`src/rtl/sobel_3x3_core.sv`:
```
// 3x3 Sobel edge operator on a streaming column-triplet input.
// Produces a saturated |Gx|+|Gy| magnitude or a thresholded binary map.
// Border pixels are forced to zero. Latency is fixed at two cycles.
module sobel_3x3_core #(
  parameter int unsigned DATA_W = 8,
  parameter int unsigned IMG_W  = 640,
  parameter int unsigned IMG_H  = 480
) (
  input  logic              clk,
  input  logic              rst_n,
  input  logic              valid_in,
  input  logic              sof_in,
  input  logic [DATA_W-1:0] din1,
  input  logic [DATA_W-1:0] din2,
  input  logic [DATA_W-1:0] din3,
  input  logic              mode,
  input  logic [DATA_W+2:0] thresh,
  output logic              valid_out,
  output logic              sof_out,
  output logic [DATA_W-1:0] dout,
  output logic              edge_out
);

  localparam int unsigned GW    = DATA_W + 3;
  localparam int unsigned COL_W = $clog2(IMG_W);
  localparam int unsigned ROW_W = $clog2(IMG_H);

  localparam logic [COL_W-1:0]  COL_LAST = COL_W'(IMG_W - 1);
  localparam logic [ROW_W-1:0]  ROW_LAST = ROW_W'(IMG_H - 1);
  localparam logic [GW-1:0]     SAT_MAX  = GW'({DATA_W{1'b1}});
  localparam logic [DATA_W-1:0] PIX_ONES = {DATA_W{1'b1}};

  logic [DATA_W-1:0] win     [3][3];
  logic [DATA_W-1:0] win_nxt [3][3];
  logic [DATA_W-1:0] din_col [3];
  logic [GW-1:0]     px      [3][3];

  logic [COL_W-1:0]  col, pix_col;
  logic [ROW_W-1:0]  row, pix_row;
  logic              border_c;

  logic              mode_r;
  logic [GW-1:0]     thresh_r;

  logic [GW-1:0]        gx_pos, gx_neg, gy_pos, gy_neg;
  logic signed [GW-1:0] gx_c, gy_c, gx_r, gy_r;
  logic                 v1, sof1, bord1;

  logic [GW-1:0]     gx_abs, gy_abs, mag_c;
  logic [DATA_W-1:0] sat_c, dout_c;
  logic              edge_c;

  // Window as it stands after this cycle's shift (unchanged when idle)
  always_comb begin
    din_col[0] = din1;
    din_col[1] = din2;
    din_col[2] = din3;
    for (int r = 0; r < 3; r++) begin
      for (int c = 0; c < 3; c++) begin
        win_nxt[r][c] = win[r][c];
      end
      if (valid_in) begin
        win_nxt[r][0] = din_col[r];
        win_nxt[r][1] = win[r][0];
        win_nxt[r][2] = win[r][1];
      end
    end
  end

  // Window shift registers
  always_ff @(posedge clk or negedge rst_n) begin
    if (!rst_n) begin
      for (int r = 0; r < 3; r++)
        for (int c = 0; c < 3; c++)
          win[r][c] <= '0;
    end else if (valid_in) begin
      for (int r = 0; r < 3; r++)
        for (int c = 0; c < 3; c++)
          win[r][c] <= win_nxt[r][c];
    end
  end

  // Column/row position of the pixel arriving now; sof overrides any wrap
  always_ff @(posedge clk or negedge rst_n) begin
    if (!rst_n) begin
      col <= '0;
      row <= '0;
    end else if (valid_in) begin
      if (sof_in) begin
        col <= COL_W'(1);
        row <= '0;
      end else if (col == COL_LAST) begin
        col <= '0;
        row <= (row == ROW_LAST) ? '0 : row + ROW_W'(1);
      end else begin
        col <= col + COL_W'(1);
      end
    end
  end

  // Border classification of the incoming pixel
  always_comb begin
    pix_col  = sof_in ? '0 : col;
    pix_row  = sof_in ? '0 : row;
    border_c = (pix_col < COL_W'(2)) || (pix_row == '0) || (pix_row == ROW_LAST);
  end

  // Mode and threshold are frame-stable, captured on sof only
  always_ff @(posedge clk or negedge rst_n) begin
    if (!rst_n) begin
      mode_r   <= 1'b0;
      thresh_r <= '1;
    end else if (valid_in && sof_in) begin
      mode_r   <= mode;
      thresh_r <= thresh;
    end
  end

  // Full-precision signed gradients from the post-shift window
  always_comb begin
    for (int r = 0; r < 3; r++)
      for (int c = 0; c < 3; c++)
        px[r][c] = GW'(win_nxt[r][c]);
    gx_pos = px[0][0] + (px[1][0] << 1) + px[2][0];
    gx_neg = px[0][2] + (px[1][2] << 1) + px[2][2];
    gy_pos = px[2][0] + (px[2][1] << 1) + px[2][2];
    gy_neg = px[0][0] + (px[0][1] << 1) + px[0][2];
    gx_c   = $signed(gx_pos - gx_neg);
    gy_c   = $signed(gy_pos - gy_neg);
  end

  // Stage 1: gradients plus valid/sof/border chain
  always_ff @(posedge clk or negedge rst_n) begin
    if (!rst_n) begin
      gx_r  <= '0;
      gy_r  <= '0;
      v1    <= 1'b0;
      sof1  <= 1'b0;
      bord1 <= 1'b0;
    end else begin
      gx_r  <= gx_c;
      gy_r  <= gy_c;
      v1    <= valid_in;
      sof1  <= valid_in & sof_in;
      bord1 <= border_c;
    end
  end

  // Magnitude, saturation, threshold and output selection
  always_comb begin
    gx_abs = gx_r[GW-1] ? (~$unsigned(gx_r) + GW'(1)) : $unsigned(gx_r);
    gy_abs = gy_r[GW-1] ? (~$unsigned(gy_r) + GW'(1)) : $unsigned(gy_r);
    mag_c  = gx_abs + gy_abs;
    sat_c  = (mag_c > SAT_MAX) ? PIX_ONES : mag_c[DATA_W-1:0];
    edge_c = !bord1 && (mag_c > thresh_r);
    if (bord1)       dout_c = '0;
    else if (mode_r) dout_c = edge_c ? PIX_ONES : '0;
    else             dout_c = sat_c;
  end

  // Stage 2: registered outputs, held while no pixel is presented
  always_ff @(posedge clk or negedge rst_n) begin
    if (!rst_n) begin
      valid_out <= 1'b0;
      sof_out   <= 1'b0;
      dout      <= '0;
      edge_out  <= 1'b0;
    end else begin
      valid_out <= v1;
      if (v1) begin
        sof_out  <= sof1;
        dout     <= dout_c;
        edge_out <= edge_c;
      end
    end
  end

endmodule

```
`config.mk`:
```
export PLATFORM = sky130hd
export DESIGN_NAME = sobel_3x3_core
export DESIGN_NICKNAME = d
export VERILOG_FILES = /design/src/rtl/sobel_3x3_core.sv
export SDC_FILE = /design/constraint.sdc
export NUM_CORES = 1
export LEC_CHECK = 0
export CELL_PAD_IN_SITES_DETAIL_PLACEMENT = 1
export CELL_PAD_IN_SITES_GLOBAL_PLACEMENT = 2
export CORE_ASPECT_RATIO = 1.4
export CORE_MARGIN = 4
export CORE_UTILIZATION = 41
export DETAILED_ROUTE_END_ITERATION = 7
export PLACE_DENSITY_LB_ADDON = 0.1
export SYNTH_ARGS = -nofsm -noshare
export SYNTH_HDL_FRONTEND = slang
export SYNTH_SLANG_ARGS = --single-unit
```
`constraint.sdc`:
```
create_clock -name clk -period 5.37 [get_ports clk]
set_input_delay 0.8055 -clock clk [delete_from_list [all_inputs] [get_ports clk]]
set_output_delay 0.8055 -clock clk [all_outputs]
set_load 0.03 [all_outputs]
```
==> impl_results.md <==
- Gpl congestion: 0.856
- Unique masters post-synth: 58
- Die Wd: 133 um
- CTS tree: built
- Crit. End Element: flip-flop
- Vias in the first global route: 6,863
- Critical path class: reg -> reg
- Worst Setup Start Kind: flip-flop
- Synth warn: 0
- WL final: 20,400 um
- Delay of the slowest critical-path stage: 0.58 ns
- Largest net degree at the start of global routing: 100
- Period minus WS final: 4.69 ns
- Initial antenna violation count: 0
- Clock Path Buffers: 2
- Cell count along the critical path: 18
- EDFF count, synth: 0
- Hold buffers post-CTS: 0
- GRT overflow: 0
- Cell count after synthesis: 817
- Max Freq: 213 MHz
- Unrepaired setup endpoints after global routing: no
- I/O pins: 51
- CP delay by family, top: simple AND/OR/NAND/NOR gates
- 1st-iter DRT viols: 157
- Setup ws final: 0.678 ns
- Hpwl dp: 16,100 um
- Root buffer cell: clkbuf_16
- Fin crit share: 0.874
- Status: complete, no violations
- Total die area: 0.0242 mm^2
- Flops & latches, synth: 139
- # rows: 63
- Vias: 5,913
- Top FF cell, synth: dfrtp_1
- Final Hold Viols: 0
- Diode count: 0
- Crit Path Max Fanout: 8
- Most common cell after layout, fill and taps aside: inv_1
- Xor-xnor portion of the synthesized cell area: 0.0412
- Port buffer count: 50
- Worst path slowest cell: nor4_4
- Largest family of logic cells by synthesized area: adder cells
- Worst EP arrival: 4.97 ns
- Syn Area/Cell: 10.9 um^2
- Most frequent cells in the layout: 146 x inv_1, 128 x dfrtp_1, 91 x mux2_2
- Max_slew headroom: 0.383
- Bufs and invs on worst path: 1
- Worst hold path class: in -> async
- CORE AREA: 0.0213 mm^2
- Setup TNS: 0 ns
- Num CTS Buffers: 17
- Post-synthesis sequential area ratio: 0.391
- Pre-CTS WS: 0.291 ns
- Die Y: 183 um
- Synth async-reset ratio: 1.00
- Reg2reg path depth: 18
- Area growth from synthesis to layout: 15.5%
- Drt first pass iters: 6
- Fraction of layout cells with a size suffix above 1: 0.172
- Antenna-violating nets left: 0
- First-pass GRT wire length: 34,800 um
- Latest clock arrival within the worst-skew pair: 0.43 ns
- Actual slew at the worst max-slew pin: 0.925 ns
- Max-Cap Viols: 0
- Area share of fa/ha/maj cells after synthesis: 0.207
- Compound-Gate Fraction of Synth Area: 0.0910
- Mapped Nets: 967
- Multiplexer share of the synthesized area: 0.117
- Cell mode on critical path: ha_1
- Worst path cell trace: inv_1 -> ha_1 -> nor3b_1 -> nand2b_1 -> xnor2_1 -> ha_1 -> a21o_1 -> a21oi_1 -> nand2_1 -> xor2_1 -> ha_1 -> nand4_1 -> o22ai_1 -> a31oi_1 -> a211oi_1 -> nor3_2 -> nor4_4 -> o32ai_1
- Cts repair resizes: 0
- Syn Std Cell Area: 0.00893 mm^2
- CTS Sinks: 139
- Initial Util: 0.420
- Clock Skews: 0.0100 ns
- Post-CTS Setup Inserts: 0
- Via density: 5.17
- Final Max Tran Viols: 0
- DR DRC count: 0
- Global Route Usage Sum: 0.181
- Fin nets: 1,021
- Setup violators final: 0
- Simple-Gate Fraction of Synth Area: 0.0793
- Worst-path clk slew: 0.07 ns
- H-Tree Level Count: 4
- WP data required: 5.65 ns
- WL/cell: 17.8 um
sequential cells by signal (all words and copies together), names as in the netlist:
name,cells
win,72
gx_r,11
gy_r,11
thresh_r,11
col,10
row,9
dout,8
bord1,1
edge_out,1
mode_r,1
sof1,1
sof_out,1
v1,1
valid_out,1
area by class of cell:
type	count	area, um^2
multi-input combinational	510	4780
tap	260	325
timing repair buffer	56	557
inverter	147	552
clock buffer	17	425
fill	2298	11000
sequential	139	3490
clock inverter	15	181
cell usage after synthesis, drive strengths merged (4+ instances only):
cell type  instances  share of area
a21o               9         0.0076
a21oi             26          0.015
a31oi              4         0.0028
buf                8         0.0063
clkbuf            13         0.0055
dfrtp            128           0.36
dfstp             11          0.032
fa                63           0.14
ha                47          0.066
inv              146          0.061
mux2              91           0.11
nand2             44          0.018
nand2b             7         0.0049
nand3             13         0.0073
nand4              8         0.0056
nor2              34          0.014
nor3               9         0.0056
nor4               6         0.0059
o211ai             4         0.0039
o21a               5         0.0042
o21ai             31          0.017
o21bai             7         0.0059
o22ai              5         0.0035
o31ai              7         0.0059
o32ai              9         0.0097
xnor2             25          0.025
xor2              17          0.017
metal layers:
layer / track usage / share of wire
met2: 0.353 / 0.56
met5: 0 / 0
met1: 0.189 / 0.38
met3: 0.0336 / 0.023
met4: 0.0745 / 0.036
stage by stage:
step / instance area (um^2) / instances / utilization / hold WS [ns]
global placement: 9710 / 1112 / 0.456 / 0.470
global route: 10300 / 1144 / 0.485 / 0.500
detailed placement: 9710 / 1112 / 0.456 / 0.468
finish: 10300 / 1144 / 0.485 / 0.464
floorplan: 8930 / 817 / - / 0.367
CTS: 10300 / 1144 / 0.485 / 0.483
final timing paths:
check,start,end,slack (ns)
worst max register to register,gy_r[1]$_DFF_PN0_,dout[0]$_DFFE_PN0P_,0.68
min in group clk,sof1$_DFF_PN0_,sof_out$_DFFE_PN0P_,0.48
worst max-delay path,gy_r[1]$_DFF_PN0_,dout[0]$_DFFE_PN0P_,0.68
max in group asynchronous,rst_n,col[4]$_DFFE_PN0P_,3.73
worst min register to register,sof1$_DFF_PN0_,sof_out$_DFFE_PN0P_,0.48
worst min-delay path,rst_n,row[7]$_DFFE_PN0P_,0.46
kinds of logic (layout without fill, tap and decap cells):
kind of cell	count (synthesis)	in the layout
buffers and inverters	168	235
AOI/OAI and AO/OA	122	122
muxes	93	93
adders and majority gates	110	110
xor gates and xnor gates	42	42
DFF	139	139
and+or+nand+nor	143	143
Power is not shown: default switching activity piles up to over one toggle a cycle in this logic, so the estimate is an artifact.
